===== src/rtl/pim_job_dispatcher.sv =====
// Round-robin dot-product job dispatcher for the PIM lanes.
// Job k always maps to lane k mod P, so results are returned strictly in job order.
module pim_job_dispatcher #(
    parameter int WIDTH     = 16,
    parameter int MAX_SIZE  = 4,
    parameter int NUM_PIMS  = 4,
    parameter int ACC_WIDTH = 2*WIDTH + $clog2(MAX_SIZE),
    parameter int IDX_W     = $clog2(MAX_SIZE*MAX_SIZE)
) (
    input  logic                          clk,
    input  logic                          rst,
    input  logic                          start,
    input  logic [2:0]                    size,
    input  logic [2:0]                    no_of_pims,
    output logic                          busy,
    output logic                          done,
    input  logic                          op_valid,
    output logic                          op_ready,
    input  logic [MAX_SIZE*WIDTH-1:0]     op_a,
    input  logic [MAX_SIZE*WIDTH-1:0]     op_b,
    output logic [NUM_PIMS-1:0]           pim_valid,
    input  logic [NUM_PIMS-1:0]           pim_ready,
    output logic [MAX_SIZE*WIDTH-1:0]     pim_a,
    output logic [MAX_SIZE*WIDTH-1:0]     pim_b,
    input  logic [NUM_PIMS-1:0]           pim_res_valid,
    input  logic [NUM_PIMS*ACC_WIDTH-1:0] pim_res,
    output logic                          res_valid,
    input  logic                          res_ready,
    output logic [ACC_WIDTH-1:0]          res_data,
    output logic [IDX_W-1:0]              res_index
);
    localparam int CNT_W = IDX_W + 1;
    localparam int PTR_W = (NUM_PIMS > 1) ? $clog2(NUM_PIMS) : 1;
    localparam int PW    = ($clog2(NUM_PIMS+1) > 3) ? $clog2(NUM_PIMS+1) : 3;
    localparam int VW    = MAX_SIZE*WIDTH;
    localparam int unsigned NMAX = (MAX_SIZE > 7) ? 7 : MAX_SIZE;

    typedef enum logic [1:0] {S_IDLE, S_RUN, S_DONE} state_t;

    state_t               r_state;
    logic [2:0]           r_n;
    logic [PTR_W-1:0]     r_p_last;
    logic [PTR_W-1:0]     r_disp_ptr;
    logic [PTR_W-1:0]     r_ret_ptr;
    logic [CNT_W-1:0]     r_disp_cnt;
    logic [CNT_W-1:0]     r_ret_cnt;
    logic [NUM_PIMS-1:0]  r_out;
    logic [NUM_PIMS-1:0]  r_full;
    logic [NUM_PIMS-1:0]  r_pim_valid;
    logic [ACC_WIDTH-1:0] r_res [NUM_PIMS];
    logic [VW-1:0]        r_pim_a;
    logic [VW-1:0]        r_pim_b;
    logic                 r_busy;
    logic                 r_done;

    logic [CNT_W-1:0]     w_total;
    logic [2:0]           w_n_start;
    logic [PW-1:0]        w_p_start;
    logic [VW-1:0]        w_mask_a;
    logic [VW-1:0]        w_mask_b;
    logic                 w_op_ready;
    logic                 w_op_hs;
    logic                 w_res_hs;

    assign w_total   = CNT_W'(r_n) * CNT_W'(r_n);
    assign w_n_start = (size > 3'(NMAX)) ? 3'(NMAX) : size;
    assign w_p_start = (no_of_pims == 3'd0 || PW'(no_of_pims) > PW'(NUM_PIMS))
                       ? PW'(NUM_PIMS) : PW'(no_of_pims);

    // One job in flight on the shared operand bus at a time; the target lane must be empty.
    assign w_op_ready = (r_state == S_RUN) && (r_disp_cnt < w_total)
                        && !r_out[r_disp_ptr] && !(|r_pim_valid);
    assign w_op_hs    = op_valid && w_op_ready;
    assign w_res_hs   = r_full[r_ret_ptr] && res_ready;

    always_comb begin
        w_mask_a = op_a;
        w_mask_b = op_b;
        for (int unsigned i = 0; i < MAX_SIZE; i++) begin
            if (i >= 32'(r_n)) begin
                w_mask_a[i*WIDTH +: WIDTH] = '0;
                w_mask_b[i*WIDTH +: WIDTH] = '0;
            end
        end
    end

    always_ff @(posedge clk) begin
        if (rst) begin
            r_state     <= S_IDLE;
            r_n         <= '0;
            r_p_last    <= '0;
            r_disp_ptr  <= '0;
            r_ret_ptr   <= '0;
            r_disp_cnt  <= '0;
            r_ret_cnt   <= '0;
            r_out       <= '0;
            r_full      <= '0;
            r_pim_valid <= '0;
            r_pim_a     <= '0;
            r_pim_b     <= '0;
            r_busy      <= 1'b0;
            r_done      <= 1'b0;
            for (int unsigned i = 0; i < NUM_PIMS; i++) r_res[i] <= '0;
        end else begin
            if (|(r_pim_valid & pim_ready)) r_pim_valid <= '0;

            if (w_op_hs) begin
                r_pim_valid             <= '0;
                r_pim_valid[r_disp_ptr] <= 1'b1;
                r_pim_a                 <= w_mask_a;
                r_pim_b                 <= w_mask_b;
                r_out[r_disp_ptr]       <= 1'b1;
                r_disp_ptr              <= (r_disp_ptr == r_p_last) ? '0 : r_disp_ptr + 1'b1;
                r_disp_cnt              <= r_disp_cnt + 1'b1;
            end

            for (int unsigned i = 0; i < NUM_PIMS; i++) begin
                if (pim_res_valid[i] && r_out[i] && !r_full[i]) begin
                    r_res[i]  <= pim_res[i*ACC_WIDTH +: ACC_WIDTH];
                    r_full[i] <= 1'b1;
                end
            end

            // Returning lane is full, so neither capture nor dispatch can touch it this cycle.
            if (w_res_hs) begin
                r_full[r_ret_ptr] <= 1'b0;
                r_out[r_ret_ptr]  <= 1'b0;
                r_ret_ptr         <= (r_ret_ptr == r_p_last) ? '0 : r_ret_ptr + 1'b1;
                r_ret_cnt         <= r_ret_cnt + 1'b1;
            end

            case (r_state)
                S_IDLE: begin
                    if (start) begin
                        r_state     <= S_RUN;
                        r_n         <= w_n_start;
                        r_p_last    <= PTR_W'(w_p_start - PW'(1));
                        r_busy      <= 1'b1;
                        r_disp_ptr  <= '0;
                        r_ret_ptr   <= '0;
                        r_disp_cnt  <= '0;
                        r_ret_cnt   <= '0;
                        r_out       <= '0;
                        r_full      <= '0;
                        r_pim_valid <= '0;
                    end
                end
                S_RUN: begin
                    if (r_ret_cnt == w_total) begin
                        r_state <= S_DONE;
                        r_done  <= 1'b1;
                        r_busy  <= 1'b0;
                    end
                end
                S_DONE: begin
                    r_done  <= 1'b0;
                    r_state <= S_IDLE;
                end
                default: r_state <= S_IDLE;
            endcase
        end
    end

    assign busy      = r_busy;
    assign done      = r_done;
    assign op_ready  = w_op_ready;
    assign pim_valid = r_pim_valid;
    assign pim_a     = r_pim_a;
    assign pim_b     = r_pim_b;
    assign res_valid = r_full[r_ret_ptr];
    assign res_data  = r_res[r_ret_ptr];
    assign res_index = r_ret_cnt[IDX_W-1:0];

endmodule


===== config.mk =====
export PLATFORM = sky130hd
export DESIGN_NAME = pim_job_dispatcher
export DESIGN_NICKNAME = d
export VERILOG_FILES = /design/src/rtl/pim_job_dispatcher.sv
export SDC_FILE = /design/constraint.sdc
export NUM_CORES = 1
export LEC_CHECK = 0
export ABC_AREA = 1
export CORE_AREA = 3 3 174 176
export DETAILED_ROUTE_END_ITERATION = 12
export DIE_AREA = 0 0 177 179
export DONT_BUFFER_PORTS = 1
export PLACE_DENSITY = 0.75
export SYNTH_ARGS = -nofsm -noshare
export SYNTH_HDL_FRONTEND = slang
export SYNTH_SLANG_ARGS = --single-unit

===== constraint.sdc =====
create_clock -name clk -period 2.64 [get_ports clk]
set_input_delay 0.396 -clock clk [delete_from_list [all_inputs] [get_ports clk]]
set_output_delay 0.396 -clock clk [all_outputs]
set_load 0.02 [all_outputs]

==> results.md, run 1 <==
* Core area at 28800 µm²
* Compound-gate portion of the synthesized area at 10.1%
* Final std cells w/o fill at 2247
* Placer Congestion at 0.865
* Switching portion of total power at 24.8%
* Simple-Gate Fraction of Synth Area at 20.2%
* WL/cell at 17.9 µm
* CP endpoint kind: primary output
* Gr ovfl total at 0
* Commonest cells in the synthesized netlist: nor2_1 (457), inv_1 (428), nand2_1 (225)
* Skew final at 13.3 ps
* Post-synth EDFFs at 136
* WHS Endpoint: r_res[1][7]
* FF+latch count, synth at 299
* DRT iter0 DRCs at 865
* Yosys cell types at 32
* CP max stage cell: dfxtp_2
* Worst R2R Setup Slack at 130 ps
* IO Pins at 457
* Fill count at 2564
* Largest net degree at the start of global routing at 157
* Status: complete, no violations
* Final core utilization at 54.4%
* Post-Syn Nets at 2144
* Multiplexer share of the synthesized area at 0%
* Sw power at 2.62 mW
* RSZ-0062 raised after global routing: yes
* Fin crit period at 2620 ps
* R2R depth at 20
* Async set or reset register ratio after synthesis at 0%
* Cells after Synth at 1847
* Seq/Total Area, Yosys at 52.5%
* WP data required at 2240 ps
* Mapped Area at 14000 µm²
* Pre-CTS WS at 45.3 ps
* Initial antenna violation count at 1
* Internal at 7.94 mW
* Syn-to-layout area delta at 11.8%
* CTS buffer count at 31
* DIE HEIGHT at 179 µm
* WL final at 40.2 mm
* Port Buffers at 0
* Hold Slack at 54.7 ps
* CP top delay family: simple AND/OR/NAND/NOR gates
* Post-synthesis area per instance at 7.58 µm²
* Final total power at 10.6 mW
* CTS Sinks at 299
* Tcrit/Tclk final at 99.2%
* Synth area leader: edfxtp_1
* WP data arrival at 2220 ps
* Final Hold Vio Count at 0
* Adder-cell share of the synthesized area at 1.25%
* Largest family of logic cells by synthesized area: simple AND/OR/NAND/NOR gates
* Slew Limit Fails at 0
* Root Driver: clkbuf_16
* First-pass GRT wire length at 58.7 mm
* Synth Area in XOR/XNOR at 0.501%
* Via density at 5.12
* Peak supply drop at 0.000497 V
* CTS tree: yes
* Slew @ Worst Pin at 645 ps
* R2r endpoint: busy
* Leak at 7.85 nW
* Gate power share at 8.1%
* Min-delay src: pim_res[41]
* Hold Path Cell Cnt at 2
* Sequential share of power at 49.3%
* Worst-case clock buffer depth at 3
* Total GRT Usage at 23.3%
* Final antenna-violating net count at 0
* Worst skew pair latency at 550 ps
* CTS clk-pin slew, worst paths at 70 ps
* Final WS setup at 22.1 ps
* Drt pass-1 iters at 5
* Vias in the first global route at 10900
* Fmax at 382 MHz
* Ys Warns at 0
* Critical path class: reg -> out
* Row cnt at 62
* Detail Placement HPWL at 27.1 mm
* Launching point of the worst reg2reg path: r_n[0]
* CP Launch Type: flop
* Area of the multi-input gates at 4570 µm²
* Post-synth top area share at 29.2%
* Via Count at 11500
* Initial core utilization at 48.6%
* Slew margin rel. at 57.6%
* Max-Cap Viols at 0
* Power Density at 675 nW/µm²
* Hold WC Path Type: in -> reg
* Synth top area cells: edfxtp_1 (29%), dfxtp_1 (23%), nor2_1 (12%), inv_1 (11%), nand2_1 (6.0%)
* Share of cells above drive strength 1 at 6.92%
* Diode count at 0
* Nets@finish at 2136
* Dpl cells at 2161
* Clock network power share at 42.6%
* Endpoints failing setup at 0
* CP Cell Sequence: nand2_2 > inv_2 > ha_4 > nand3_1 > nand2_2 > ha_4 > nand2_1 > inv_1 > nand2_1 > buf_6 > and2_4
* DRC at 0
* FF/Latch Area at 7350 µm²
* Die area at 31700 µm²
* Die width at 177 µm
* Count leader, synth: nor2_1
* Top FF cell, synth: dfxtp_1
* H-tree depth at 1
* WP buf/inv at 3
* Crit-path max cell delay at 360 ps
* CP Max Fanout at 9
## through the flow
stage | TNS [ps] | cell area [µm²]
3_3_place_gp | 0 | 14200
2_1_floorplan | 0 | 14000
6_report | 0 | 15600
3_5_place_dp | 0 | 14200
5_1_grt | -173 | 15600
4_1_cts | -47.2 | 15500
## cell type report
class,instances,area share (%)
clock buffer,40,5.44
tap,384,3.07
sequential,299,47.0
timing repair buffer,60,3.70
inverter,431,10.3
clock inverter,17,1.28
multi-input combinational,1016,29.2
## cell usage in the layout, fill, tap and decap left out, drive strengths merged, types with 14 or more instances in the layout
cell type / netlist / routed
a21oi: 23 / 23
buf: 52 / 48
clkbuf: 49 / 41
dfxtp: 163 / 163
edfxtp: 136 / 136
ha: 14 / 14
inv: 430 / 430
nand2: 227 / 227
nand3: 21 / 21
nor2: 458 / 458
o21ai: 208 / 208
o22ai: 34 / 34
## worst max path at each step
stage,start,to,cells past startpoint
after floorplan,r_n[2],pim_b[34],18
after global placement,r_n[0],pim_a[45],16
after detailed placement,r_n[0],pim_a[38],15
after CTS,r_n[0],op_ready,12
after global routing,r_n[0],op_ready,11
final,r_n[0],op_ready,11
## routing by layer
layer  part of all wire, %  wire length, µm  GRT usage, %
met5                 0.032               13             0
met4                   2.6             1040          6.81
met3                    10             4050          6.31
met2                    50            20200          42.0
met1                    37            14800          27.2
## kinds of logic (layout without fill, tap and decap cells)
logic type / Yosys count / in the layout
XOR/XNOR: 8 / 8
flip-flops: 299 / 299
AND/OR/NAND/NOR: 724 / 724
buffers and inverters: 532 / 548
adder cells (fa/ha/maj): 14 / 14
AO/OA/AOI/OAI: 270 / 270
## state kept, by name, indices dropped and copies added (netlist names)
register / count
busy: 1
done: 1
pim_a: 64
pim_b: 64
pim_valid: 4
r_disp_cnt: 5
r_disp_ptr: 2
r_full: 4
r_n: 3
r_out: 4
r_p_last: 2
r_res: 136
r_ret_cnt: 5
r_ret_ptr: 2
r_state: 2
## repair_timing
item	4_1_cts	5_1_grt
pin swaps	8	9
hold buffers	11	2
hold endpoints to repair	142	85
setup buffers	14	2
endpoints found under the setup margin	1	122
resized for setup	11	16
gates cloned	0	1
## power groups by stage
stage	Sequential (mW)	Clock (mW)	Combinational [mW]
2_1_floorplan	5.26	0	0.593
3_3_place_gp	5.30	0	0.710
3_5_place_dp	5.31	0	0.730
4_1_cts	5.20	4.58	0.783
5_1_grt	5.22	4.77	0.964
6_report	5.20	4.50	0.852
No activity file was read; power rests on OpenSTA's default activity.
==> run 2: changes to the inputs <==
--- a/config.mk
+++ b/config.mk
@@ -7,3 +7,2 @@
 export LEC_CHECK = 0
-export ABC_AREA = 1
 export CORE_AREA = 3 3 174 176
@@ -12,3 +11,3 @@
 export DONT_BUFFER_PORTS = 1
-export PLACE_DENSITY = 0.75
+export PLACE_DENSITY = 0.71
 export SYNTH_ARGS = -nofsm -noshare
--- a/constraint.sdc
+++ b/constraint.sdc
@@ -3,2 +3,2 @@
 set_output_delay 0.396 -clock clk [all_outputs]
-set_load 0.02 [all_outputs]
+set_load 0.1 [all_outputs]
==> results.md, run 2 <==
* Drt pass-1 iters at 5
* Ys Warns at 0
* Commonest non-fill, non-tap cells in the layout: dfxtp_1 (159), and2_1 (138), edfxtp_1 (136)
* Nets@finish at 1479
* Mapped Area at 13000 µm²
* Via density at 5.55
* WP data required at 2240 ps
* Fin crit period at 2750 ps
* CTS clk-pin slew, worst paths at 60 ps
* Final total power at 10.7 mW
* Crit path launch: r_n[0]
* Setup TNS at -1000 ps
* Status: finished with violations
* Row cnt at 62
* Critical path class: reg -> out
* Initial antenna violation count at 7
* First-pass GRT wire length at 54.1 mm
* Port Buffers at 0
* Initial core utilization at 45.0%
* WL/cell at 23.6 µm
* Final antenna-violating net count at 0
* CP Launch Type: flop
* Seq/Total Area, Yosys at 56.7%
* Detail Placement HPWL at 25.7 mm
* H-tree depth at 2
* DIE HEIGHT at 179 µm
* Leak at 5.52 nW
* RSZ-0062 raised after global routing: yes
* Largest Register: r_res
* Top cell by count, worst path: buf_12
* Syn-to-layout area delta at 21.7%
* WL final at 37.8 mm
* Root Driver: clkbuf_16
* Max-Cap Viols at 0
* Post-synth EDFFs at 136
* Worst-case clock buffer depth at 3
* IO Pins at 457
* DRT iter0 DRCs at 536
* Peak supply drop at 0.000369 V
* CP Max Fanout at 4
* Synth area leader: edfxtp_1
* Most common cell after layout, fill and taps aside: dfxtp_1
* Yosys cell types at 48
* CP max stage cell: dfxtp_2
* Vias in the first global route at 9061
* Final std cells w/o fill at 1600
* Min-delay src: op_b[8]
* Gr ovfl total at 0
* Count leader, synth: dfxtp_1
* Skew final at 9.66 ps
* CTS Sinks at 299
* Core area at 28800 µm²
* Endpoints failing setup at 51
* Hold WC Path Type: in -> reg
* CTS tree: yes
* Via Count at 8887
* Final WS setup at -113 ps
* CTS buffer count at 34
* Post-Syn Nets at 1401
* Share of cells above drive strength 1 at 20.0%
* Final Hold Vio Count at 0
* Fill count at 2340
* Failing checks: setup timing
* Power Density at 677 nW/µm²
* DRC at 0
* Slew @ Worst Pin at 1020 ps
* Crit-path max cell delay at 330 ps
* Post-synth top area share at 31.5%
* Largest net degree at the start of global routing at 118
* Die width at 177 µm
* Slew Limit Fails at 0
* WP data arrival at 2360 ps
* CP Cell Sequence: and2_4 > ha_4 > xnor2_2 > ha_1 > a211o_1 > buf_12 > nor2_4 > buf_12
* Die area at 31700 µm²
* Top FF cell, synth: dfxtp_1
* Post-synthesis area per instance at 11.7 µm²
* Final core utilization at 54.8%
* FF+latch count, synth at 299
* Commonest cells in the synthesized netlist: dfxtp_1 (163), and2_1 (140), edfxtp_1 (136)
* Tcrit/Tclk final at 104%
* Fmax at 363 MHz
* Slew margin rel. at 31.9%
* Worst skew pair latency at 510 ps
* Async set or reset register ratio after synthesis at 0%
* Dpl cells at 1502
* Total GRT Usage at 22.1%
* Placer Congestion at 0.808
* CP endpoint kind: primary output
* Synth top area cells: edfxtp_1 (32%), dfxtp_1 (25%), mux2i_1 (7.6%), and2_1 (6.8%), mux4_2 (6.3%)
* Cells after Synth at 1104
* Launching point of the worst reg2reg path: r_n[0]
* Max reg flops at 136
run 2: changes by cell type after synthesis, moves of 104 or more:
cell and change:
and2_1 +138, inv_1 -420, nand2_1 -121, nand2b_1 +104, nor2_1 -442, o21ai_1 -126
run 2: power breakdown:
part	internal (mW)	switching, mW	leakage [nW]	total (mW)
registers	4.93	0.0872	2.72	5.01
logic	0.287	0.542	2.25	0.829
clock network	2.92	1.93	0.553	4.84
run 2: logic make-up after synthesis:
logic type      synth area share, %
mux                            13.8
compound gates                 5.72
flops                          56.7
fa+ha+maj                      1.35
xor+xnor                       1.05
simple gates                   18.2
buf+inv                        3.14
run 2: worst paths after layout:
path	slack [ps]	to	cells after the start
max	-110	op_ready	8
min	20	pim_b[8]	2
max reg2reg	-40	pim_b[40]	13
min reg2reg	470	pim_a[59]	2
run 2: per-stage QoR:
| step | instance area, µm² | setup WS [ps] | hold WS [ps] |
|---|---|---|---|
| finish | 15800 | -113 | 22.3 |
| global route | 15800 | -186 | 9.16 |
| CTS | 15400 | -127 | 2.35 |
| detailed placement | 14100 | 118 | 460 |
| global placement | 14100 | 192 | 457 |
| floorplan | 13000 | -113 | 456 |
run 2: cell type report:
class                      instances  area [µm²]  area share, %
sequential                       299        7350           46.6
multi-input combinational        711        5360           33.9
timing repair buffer             128        1380           8.77
clock buffer                      39         880           5.58
tap                              384         480           3.05
clock inverter                    22         272           1.72
inverter                           8        30.0          0.190
antenna                            9        22.5          0.143
run 2: what timing repair did:
action                                 in CTS  in global routing
setup buffers                               5                 12
gates cloned                                2                  8
pin swaps                                   3                  6
endpoints found under the hold margin      35                  0
gates resized for setup                    10                 16
hold buffers                                2                  0
setup endpoints to repair                   1                 87
run 2: metal layers:
layer	track usage (%)	up-vias	wire length (µm)
met5	0	-	0
met4	8.05	0	1340
met3	7.98	86	3990
met2	38.5	428	19100
met1	24.9	4302	13400
li1	-	4071	-
run 2: worst max-delay path, delay by kind of cell (launching register included):
| family | cells | cell delay, ps |
|---|---|---|
| simple gates | 2 | 250 |
| buf+inv | 2 | 330 |
| xor+xnor | 1 | 120 |
| flops | 1 | 330 |
| compound gates | 1 | 320 |
| fa+ha+maj | 2 | 490 |
==> run 3: changes to the inputs <==
Settings changed: REMOVE_ABC_BUFFERS set to 1.
==> results.md, run 3 (synthesized netlist as in run 2, its figures left out) <==
* Drt pass-1 iters at 6
* IO Pins at 457
* First-pass GRT wire length at 59.4 mm
* Max-Cap Viols at 0
* Initial core utilization at 45.0%
* Max reg flops at 136
* CP Capture Point: op_ready
* DIE HEIGHT at 179 µm
* Worst-case clock buffer depth at 3
* Launching point of the worst reg2reg path: r_n[2]
* Tcrit/Tclk final at 106%
* Die area at 31700 µm²
* WP data required at 2240 ps
* Status: finished with violations
* Fin crit period at 2790 ps
* Final WS setup at -150 ps
* Slew @ Worst Pin at 1040 ps
* Failing checks: setup timing
* Slew Limit Fails at 0
* Commonest non-fill, non-tap cells in the layout: dlygate4sd3_1 (185), dfxtp_1 (157), and2_1 (138)
* CTS tree: yes
* CTS Sinks at 299
* H-tree depth at 1
* Initial antenna violation count at 8
* Finished Cell Area at 17400 µm²
* Share of cells above drive strength 1 at 17.6%
* RSZ-0062 raised after global routing: yes
* DRT iter0 DRCs at 718
* Most common cell after layout, fill and taps aside: dlygate4sd3_1
* WL final at 41.0 mm
* Final core utilization at 60.5%
* Peak supply drop at 0.000402 V
* Vias in the first global route at 10400
* Leak at 6.20 nW
* Pre-CTS WS at -4.62 ps
* Die width at 177 µm
* Detail Placement HPWL at 24.8 mm
* Core area at 28800 µm²
* Crit path launch: r_n[2]
* Final Hold Vio Count at 0
* Skew final at 15.9 ps
* Largest Register: r_res
* Final antenna-violating net count at 0
* CTS buffer count at 31
* Fill count at 2063
* Placed Area at 14000 µm²
* Row cnt at 62
* Port Buffers at 0
* Slew margin rel. at 30.6%
* Dpl cells at 1504
* DRC at 0
* Final std cells w/o fill at 1774
* Via Count at 9967
* R2r endpoint: pim_b[21]
* CP endpoint kind: primary output
* Endpoints failing setup at 16
* Largest net degree at the start of global routing at 93
* Placer Congestion at 0.831
* Nets@finish at 1655
* CP Max Fanout at 3
* Worst skew pair latency at 560 ps
* Critical path class: reg -> out
* Via density at 5.62
* R2R depth at 13
* Total GRT Usage at 24.0%
* Setup TNS at -619 ps
* Syn-to-layout area delta at 34.3%
* Worst R2R Setup Slack at -80 ps
* WL/cell at 23.1 µm
* CP Launch Type: flop
* WP data arrival at 2390 ps
* CTS clk-pin slew, worst paths at 60 ps
* Hold WC Path Type: in -> reg
* Fmax at 358 MHz
* Power Density at 595 nW/µm²
* Gr ovfl total at 0
* Root Driver: clkbuf_16
-- run 3: cell types whose count changed in the layout (fill, tap and decap cells not counted), sizes merged, moves of 2 or more --
| cell | change |
|---|---|
| dlygate4sd3 | +184 |
| clkbuf | -8 |
| bufinv | -3 |
| clkinv | +3 |
| buf | -2 |
| inv | -2 |
-- run 3: power by group --
part           internal, mW  total (mW)  switching, mW
Clock                  2.41        4.28           1.87
Combinational         0.448        1.04          0.596
Sequential             4.93        5.03          0.102
-- run 3: repair_timing --
item	4_1_cts	5_1_grt
hold buffers	186	0
setup endpoints to repair	5	39
hold endpoints to repair	186	0
setup buffers	8	5
gates resized for setup	17	18
pin swaps	7	5
cloned	3	3
-- run 3: how the worst min path moves through the flow --
stage,from,endpoint,cells after the start,slack (ps)
after global routing,op_b[59],pim_b[59],2,1
after CTS,pim_res[45],r_res[1][11],1,0.3
final,op_b[51],pim_b[51],2,30
after detailed placement,pim_b[52],pim_b[52],2,460
after floorplan,r_disp_cnt[4],r_disp_cnt[4],2,460
after global placement,pim_a[57],pim_a[57],2,450
-- run 3: cell type report --
class	count	area, µm²	share of cell area [%]
inverter	8	30.0	0.172
sequential	299	7360	42.3
timing repair buffer	307	3110	17.8
antenna	9	22.5	0.129
tap	384	480	2.76
clock buffer	35	811	4.66
clock inverter	21	184	1.06
multi-input combinational	711	5420	31.1
-- run 3: per-layer routing --
layer	share of wire, %	track usage [%]
met1	36	28.0
met2	51	42.1
met3	9.0	5.93
met4	4.6	10.6
met5	0	0
-- run 3: worst max-delay path, stage by stage (launching register included) --
cell and delay, ps:
dfxtp_2 320, and2_4 160, ha_4 170, xnor2_4 190, ha_4 230, a211o_1 350, buf_12 150, nor2_4 90
buf_12 180
-- run 3: metrics by stage --
| stage | hold slack [ps] | power (mW) |
|---|---|---|
| final | 27.7 | 10.4 |
| after global routing | 0.958 | 10.6 |
| after CTS | 0.266 | 10.4 |
| after detailed placement | 462 | 5.81 |
| after global placement | 453 | 5.79 |
| after floorplan | 456 | 5.62 |
